[config.mk]
export PLATFORM = sky130hd
export DESIGN_NAME = mux2_arb
export DESIGN_NICKNAME = d
export VERILOG_FILES = /design/src/rtl/mux2_arb.sv
export SDC_FILE = /design/constraint.sdc
export NUM_CORES = 1
export LEC_CHECK = 0
export CORE_MARGIN = 2
export CORE_UTILIZATION = 54
export DETAILED_ROUTE_END_ITERATION = 6
export HOLD_SLACK_MARGIN = 0.05
export PLACE_DENSITY = 0.84
export SYNTH_ARGS = -nofsm -noshare
export SYNTH_HDL_FRONTEND = slang
export SYNTH_SLANG_ARGS = --single-unit
[constraint.sdc]
create_clock -name sys_clk -period 4.9 [get_ports sys_clk]
set_input_delay 0.735 -clock sys_clk [delete_from_list [all_inputs] [get_ports sys_clk]]
set_output_delay 0.735 -clock sys_clk [all_outputs]
set_load 0.02 [all_outputs]
[src/rtl/mux2_arb.sv]
// ============================================================================
//  Module      : mux2_arb
//  Description : Round-robin arbiter for two valid/ready streams feeding one
//                registered output slot. Drives the select of the downstream
//                2:1 mux (sel: 1 = in1, 0 = in2). The owner keeps the slot for
//                at most MAX_BURST consecutive transfers while the other input
//                waits. Every ownership change costs one bubble cycle.
//                Optional macro MUX2_ARB_STATS_EN adds saturating 16-bit
//                per-source transfer counters cnt1/cnt2.
//  Revision    : 1.0 - initial release
// ============================================================================
`default_nettype none

module mux2_arb #(
  parameter int DATA_W    = 8,
  parameter int MAX_BURST = 4
) (
  input  logic              sys_clk,
  input  logic              sys_rst,
  input  logic [DATA_W-1:0] in1,
  input  logic              in1_valid,
  output logic              in1_ready,
  input  logic [DATA_W-1:0] in2,
  input  logic              in2_valid,
  output logic              in2_ready,
  output logic              sel,
  output logic [DATA_W-1:0] out,
  output logic              out_valid,
  input  logic              out_ready
`ifdef MUX2_ARB_STATS_EN
  ,
  output logic [15:0]       cnt1,
  output logic [15:0]       cnt2
`endif
);

  localparam logic [7:0] c_max_burst = 8'(MAX_BURST);

  typedef enum logic [1:0] {
    ST_IDLE   = 2'd0,
    ST_SERVE1 = 2'd1,
    ST_SERVE2 = 2'd2
  } state_t;

  state_t      r_state;
  logic        r_rr_last;    // 1 = in1 transferred last, 0 = in2
  logic        r_bubble;     // first cycle after an ownership switch
  logic [7:0]  r_burst_cnt;  // transfers by the current owner, saturates

  logic        w_load;
  logic        w_xfer1;
  logic        w_xfer2;
  logic        w_xfer;
  logic        w_own_valid;
  logic        w_oth_valid;
  logic        w_grant1;
  logic [7:0]  w_cnt_next;
  state_t      w_other_state;

  // The slot can take a new word when empty or when it drains this cycle.
  assign w_load = ~out_valid | out_ready;

  // Readies are low in reset, in IDLE, in the bubble cycle and under stall.
  assign in1_ready = ~sys_rst & (r_state == ST_SERVE1) & ~r_bubble & w_load;
  assign in2_ready = ~sys_rst & (r_state == ST_SERVE2) & ~r_bubble & w_load;

  assign w_xfer1 = in1_valid & in1_ready;
  assign w_xfer2 = in2_valid & in2_ready;
  assign w_xfer  = w_xfer1 | w_xfer2;

  assign w_own_valid   = (r_state == ST_SERVE1) ? in1_valid : in2_valid;
  assign w_oth_valid   = (r_state == ST_SERVE1) ? in2_valid : in1_valid;
  assign w_other_state = (r_state == ST_SERVE1) ? ST_SERVE2 : ST_SERVE1;

  // Tie goes to the input that did not transfer last; a lone valid wins.
  assign w_grant1 = in1_valid & (~in2_valid | ~r_rr_last);

  // Saturating so a long uncontested run still trips the limit later.
  assign w_cnt_next = (r_burst_cnt == c_max_burst) ? r_burst_cnt
                                                   : r_burst_cnt + 8'd1;

  // Arbitration state, output slot and round-robin history.
  always_ff @(posedge sys_clk or posedge sys_rst) begin
    if (sys_rst) begin
      r_state     <= ST_IDLE;
      sel         <= 1'b1;
      out         <= '0;
      out_valid   <= 1'b0;
      r_burst_cnt <= 8'd0;
      r_rr_last   <= 1'b0;
      r_bubble    <= 1'b0;
    end else begin
      if (w_xfer1) begin
        out       <= in1;
        out_valid <= 1'b1;
        r_rr_last <= 1'b1;
      end else if (w_xfer2) begin
        out       <= in2;
        out_valid <= 1'b1;
        r_rr_last <= 1'b0;
      end else if (w_load) begin
        out_valid <= 1'b0;
      end

      r_bubble <= 1'b0;

      case (r_state)
        ST_IDLE: begin
          if (in1_valid | in2_valid) begin
            r_state     <= w_grant1 ? ST_SERVE1 : ST_SERVE2;
            sel         <= w_grant1;
            r_burst_cnt <= 8'd0;
          end
        end
        ST_SERVE1, ST_SERVE2: begin
          if ((w_xfer && (w_cnt_next == c_max_burst) && w_oth_valid) ||
              (~w_own_valid && w_oth_valid)) begin
            r_state     <= w_other_state;
            sel         <= (r_state == ST_SERVE2);
            r_burst_cnt <= 8'd0;
            r_bubble    <= 1'b1;
          end else if (~w_own_valid) begin
            r_state <= ST_IDLE;
          end else if (w_xfer) begin
            r_burst_cnt <= w_cnt_next;
          end
        end
        default: begin
          r_state <= ST_IDLE;
        end
      endcase
    end
  end

`ifdef MUX2_ARB_STATS_EN
  // Per-source accepted-transfer counters, saturating at all ones.
  always_ff @(posedge sys_clk or posedge sys_rst) begin
    if (sys_rst) begin
      cnt1 <= 16'd0;
      cnt2 <= 16'd0;
    end else begin
      if (w_xfer1 && (cnt1 != 16'hFFFF)) begin
        cnt1 <= cnt1 + 16'd1;
      end
      if (w_xfer2 && (cnt2 != 16'hFFFF)) begin
        cnt2 <= cnt2 + 16'd1;
      end
    end
  end
`endif

endmodule

`default_nettype wire
==> results.yml, run 1 <==
critical_path:
  critPathLaunch: "sys_rst"
  reg2reg_depth: 8
  slowest_stage: "clkdlybuf4s50_1"
  cp_slowest_stage_delay_ns: 0.61
  rrSetupSlack_ns: 2.56
  timing.rr.start: "r_burst_cnt[0]"
  arrival_ns: 2.23
  crit_top_cell: "clkdlybuf4s50_1"
  cp.buffers_inverters: 2
  crit_path_end_kind: "output pin"
  critical_path_class: "in2out"
  crit_family: "buffers and inverters"
  r2r-end: "sel"
  path_max_fanout: 4
  startpoint_type: "input port"
  cp_cell_sequence: "clkdlybuf4s50_1, nor2_1, and3_1, clkdlybuf4s50_1"
  required_ns: 4.16
hold_path:
  hold_end: "r_rr_last"
  whs_path_depth: 1
  hold_class: "reg2reg"
  holdCritStartpoint: "r_rr_last"
placed_design:
  place_congestion: 0.843
  place_hpwl_um: 2810
  post-place-cells: 221
  pre_cts_ws_ns: 1.95
  io_buffer_count: 32
floorplan:
  die_x_um: 57.4
  die_h_um: 57.4
  ios: 33
  core_sq_um: 2730
  initial_core_util_pct: 56.4
  dieArea_sq_um: 3300
  row_count: 19
sta:
  timing.fmax_mhz: 337
  tns_ns: 0
  worst_slack_ns: 1.94
  hold_viol_final: 0
  relSlewSlack_pct: 43.6
  final-setup-viol-count: 0
  skew_ns: 0.00490
  slew_violations: 0
  rsz0062_at_grt: "false"
  hold_slack_ns: 0.574
  period_needed_ns: 2.96
  min_period_over_period_pct: 60.5
  worst_slew_pin_slew_ns: 0.845
clock_tree:
  clkSinkCount: 22
  clockRootBuffer: "clkbuf_4"
  cts_tree: "done"
  htreeDepth: 1
  cts.path.max_buffers: 2
  postCtsResizedCells: 0
  cts_hold_buf: 0
  post_cts_buffers: 0
  cts_made_buffers: 3
  insertion_delay_ns: 0.32
  clk_pin_slew_ns: 0.13
layout:
  drive_above_1_share_pct: 11.3
  area_delta_synth_final_pct: 23.1
  post-route-util_pct: 69.4
  fin_cells: 225
  final_nets: 222
  antenna_cells: 0
  nFillCells: 220
synthesis:
  synthFlopType: "dfrtp_1"
  syn-num-nets: 193
  netlist-cell-type-count: 49
  async_reset_ff_share_pct: 100
  synthCells: 166
  synth_seq_cells: 22
  synth.avg_cell_area_sq_um: 9.29
  ys_seq_area_share_pct: 35.8
  yosysWarnings: 0
  synth_area_sq_um: 1540
  synth_edf_count: 0
global_route:
  grt_pass1_vias: 1391
  grt_pass1_wl_um: 6310
  grt_max_degree: 23
  grt_usage_pct: 24.1
  grt_overflow: 0
  antenna_found_initial: 0
flow_run:
  maxCapViolCount: 0
pwr:
  p_leak_nw: 0.851
  powerDensity_nw_per_um2: 562
  ir_worst_vdd_mv: 0.480
drt:
  drt_pass1_iterations: 4
  wl_per_cell_um: 17.0
  wirelength_um: 3810
  dr.first_iter.drc_count: 62
  viasPerCell: 6.14
  vias: 1382
  ant_nets: 0
  remaining_drc_errors: 0
run_status:
  status: "complete, no violations"
==> through the flow <==
step	power, mW	area (sq um)
floorplan	0.751	1540
global placement	0.916	1860
detailed placement	0.958	1860
CTS	1.06	1900
global route	1.14	1900
finish	1.07	1900
==> synthesized netlist by cell type (3+ instances only) <==
master | instances | share of area (%)
nand2_1 | 22 | 5.4
dfrtp_1 | 21 | 34
o21ai_0 | 14 | 4.5
mux2i_1 | 9 | 5.8
nor2_1 | 9 | 2.2
a21oi_1 | 6 | 1.9
ha_1 | 6 | 4.9
inv_1 | 5 | 1.2
clkbuf_1 | 4 | 0.97
nand2b_1 | 4 | 1.6
nand3_1 | 4 | 1.3
nor2b_1 | 4 | 1.6
nor3_1 | 4 | 1.3
a21o_1 | 3 | 1.5
a22o_1 | 3 | 1.7
a31oi_1 | 3 | 1.2
and3_1 | 3 | 1.2
or3_1 | 3 | 1.2
==> routing by layer <==
layer	vias to the layer above	track usage [%]	wire (um)
met4	0	9.30	54
met3	7	3.85	227
met1	667	31.8	1650
met5	-	0	0
met2	49	39.6	1880
li1	659	-	-
==> how the worst max path moves through the flow <==
stage	end	depth (start not counted)
2_1_floorplan	sel	7
3_3_place_gp	in2_ready	4
3_5_place_dp	in2_ready	4
4_1_cts	in2_ready	4
5_1_grt	in2_ready	4
6_report	in2_ready	4
==> layout by cell type, fill, tap and decap left out, drive strengths merged, types with 2 or more instances in the layout <==
master,n
a21oi,6
or2,2
a22o,3
mux2i,9
a21o,3
clkbuf,4
nor2,9
and3,3
nor3,5
o41ai,2
a22oi,2
mux2,2
dfrtp,21
a31oi,3
nand3,6
nor2b,4
and2,2
a211oi,2
nand2,22
or3,3
o21ai,17
clkdlybuf4s50,32
ha,6
inv,5
nand2b,5
==> worst register-to-register path, cell delays in order (launching register included) <==
cell      delay [ns]
dfrtp_1         0.50
inv_1           0.14
ha_1            0.21
nand3b_4        0.10
nor4b_4         0.48
a211oi_1        0.19
o2111a_4        0.21
o21ai_2         0.14
mux2_4          0.31
==> registers in the layout, indices dropped and copies added (netlist names) <==
| register | count |
|---|---|
| out_valid | 1 |
| out | 8 |
| r_bubble | 1 |
| r_rr_last | 1 |
| r_state | 2 |
| r_burst_cnt | 8 |
| sel | 1 |
==> logic make-up after synthesis <==
family	synth area share, %
mux	7.55
flops	35.8
buf+inv	3.81
xor+xnor	0.568
fa+ha+maj	4.87
compound gates	23.3
simple gates	24.1
==> cell type report <==
| class | instances | area [sq um] | share of cell area, % |
|---|---|---|---|
| inverter | 5 | 18.8 | 0.989 |
| timing repair buffer | 32 | 320 | 16.9 |
| clock buffer | 4 | 36.3 | 1.91 |
| multi-input combinational | 131 | 931 | 49.1 |
| tap | 31 | 38.8 | 2.04 |
| sequential | 22 | 552 | 29.1 |
==> where the power goes <==
part,switching (mW),total (mW),internal [mW]
registers,0.0528,0.303,0.250
clock network,0.0601,0.106,0.0455
logic,0.374,0.658,0.284
total,0.487,1.07,0.580
No activity file was read; power rests on OpenSTA's default activity.
==> run 2, diff against run 1 <==
--- a/config.mk
+++ b/config.mk
@@ -6,10 +6,10 @@
 export NUM_CORES = 1
 export LEC_CHECK = 0
 export CORE_MARGIN = 2
-export CORE_UTILIZATION = 54
+export CORE_UTILIZATION = 51
 export DETAILED_ROUTE_END_ITERATION = 6
 export HOLD_SLACK_MARGIN = 0.05
-export PLACE_DENSITY = 0.84
+export PLACE_DENSITY = 0.8
 export SYNTH_ARGS = -nofsm -noshare
 export SYNTH_HDL_FRONTEND = slang
 export SYNTH_SLANG_ARGS = --single-unit
==> constraint.sdc (replaced) <==
create_clock -name sys_clk -period 3.1 [get_ports sys_clk]
set_input_delay 0.465 -clock sys_clk [delete_from_list [all_inputs] [get_ports sys_clk]]
set_output_delay 0.465 -clock sys_clk [all_outputs]
set_load 0.02 [all_outputs]
==> run 2 against run 1 <==
Effect of this change: the flow now finishes with violations (DRC); non-clock buffer count unchanged; worst hold slack got worse by 0.0058 ns; sequential power increased by 57%; critical path depth unchanged; count of clock-buffer cells in the layout decreased by 1; critical endpoint unchanged; highest routed layer unchanged.
==> results.yml, run 2 (same netlist as run 1, synthesis figures left out) <==
run_status:
  status: "finished, violations left"
  violations: "DRC"
floorplan:
  dieArea_sq_um: 3480
  ios: 33
  row_count: 19
  core_sq_um: 2810
  initial_core_util_pct: 55.0
  die_h_um: 59.0
  die_x_um: 59.0
pwr:
  powerDensity_nw_per_um2: 910
  ir_worst_vdd_mv: 0.439
  p_total_mw: 1.74
  p_leak_nw: 0.858
sta:
  hold_viol_final: 0
  relSlewSlack_pct: 41.3
  slew_violations: 0
  timing.fmax_mhz: 411
  worst_slack_ns: 0.669
  final-setup-viol-count: 0
  worst_slew_pin_slew_ns: 0.879
  rsz0062_at_grt: "false"
  skew_ns: 0.00280
  tns_ns: 0
  hold_slack_ns: 0.568
  min_period_over_period_pct: 78.4
  period_needed_ns: 2.43
clock_tree:
  clockRootBuffer: "clkbuf_4"
  clkSinkCount: 22
  cts_made_buffers: 3
  cts_hold_buf: 0
  post_cts_buffers: 0
  postCtsResizedCells: 0
  htreeDepth: 1
  insertion_delay_ns: 0.32
  cts.path.max_buffers: 2
  cts_tree: "done"
  clk_pin_slew_ns: 0.13
placed_design:
  place_hpwl_um: 2740
  place_congestion: 0.964
  dpl_cell_area_sq_um: 1860
  post-place-cells: 221
  pre_cts_ws_ns: 0.477
  io_buffer_count: 32
drt:
  wl_per_cell_um: 16.5
  viasPerCell: 6.24
  wirelength_um: 3720
  vias: 1405
  dr.first_iter.drc_count: 88
  remaining_drc_errors: 2
  ant_nets: 0
  drt_pass1_iterations: 6
critical_path:
  path_max_fanout: 4
  startpoint_type: "input port"
  crit_path_end_kind: "output pin"
  arrival_ns: 1.97
  required_ns: 2.63
  critical_path_class: "in2out"
global_route:
  grt_pass1_vias: 1366
  grt_usage_pct: 23.2
  antenna_found_initial: 0
  grt_pass1_wl_um: 6190
  grt_max_degree: 23
  grt_overflow: 0
layout:
  area_delta_synth_final_pct: 24.1
  drive_above_1_share_pct: 11.3
  antenna_cells: 0
  nFillCells: 223
  top_regs: "out: 8 flops, r_burst_cnt: 8 flops, r_state: 2 flops"
  post-route-util_pct: 68.2
  final_common_cell: "clkdlybuf4s50_1"
  regArea_sq_um: 552
  fin_cells: 225
  fin_area_sq_um: 1910
  final_nets: 222
  multiInputGateArea_sq_um: 931
  final_cell_mix: "clkdlybuf4s50_1 (32), nand2_1 (22), dfrtp_1 (21)"
flow_run:
  maxCapViolCount: 0
hold_path:
  hold_class: "reg2reg"
run 2: cell count changes in the layout (fill, tap and decap cells not counted):
| cell | previous run | this run |
|---|---|---|
| clkbuf_8 | 1 | 0 |
| bufinv_16 | 0 | 1 |
run 2: final cells by class:
| cell class | instances | area share, % |
|---|---|---|
| Multi-Input combinational cell | 131 | 48.7 |
| Sequential cell | 22 | 28.8 |
| Timing Repair Buffer | 32 | 16.7 |
| Tap cell | 31 | 2.03 |
| Clock inverter | 1 | 1.57 |
| Clock buffer | 3 | 1.18 |
| Inverter | 5 | 0.981 |
run 2: worst max-delay path, cell delays in order:
cell	delay (ns)
clkdlybuf4s50_1	0.42
nor2_1	0.26
and3_1	0.22
clkdlybuf4s50_1	0.60
run 2: path summary, 6_finish.rpt:
path	from	to	slack, ns	cells after the start
max in group asynchronous	sys_rst	out[7]	1.92	2
min in group asynchronous	sys_rst	r_burst_cnt[3]	0.65	2
worst min-delay path	r_rr_last	r_rr_last	0.57	1
worst max-delay path	sys_rst	in2_ready	0.67	4
worst min register to register	r_rr_last	r_rr_last	0.57	1
worst max register to register	r_burst_cnt[0]	sel	0.78	8
run 2: routing by layer:
layer	up-vias	global-route usage, %	part of all wire, %
met5	-	0	0
met4	0	8.77	1.3
met3	7	2.40	3.4
met2	47	39.7	50
met1	692	30.3	45
li1	659	-	-
run 2: power breakdown:
part | switching, mW | total [mW] | internal [mW] | leakage (nW)
registers | 0.0815 | 0.476 | 0.395 | 0.283
clock network | 0.0992 | 0.230 | 0.131 | 0.0279
logic | 0.584 | 1.03 | 0.449 | 0.547
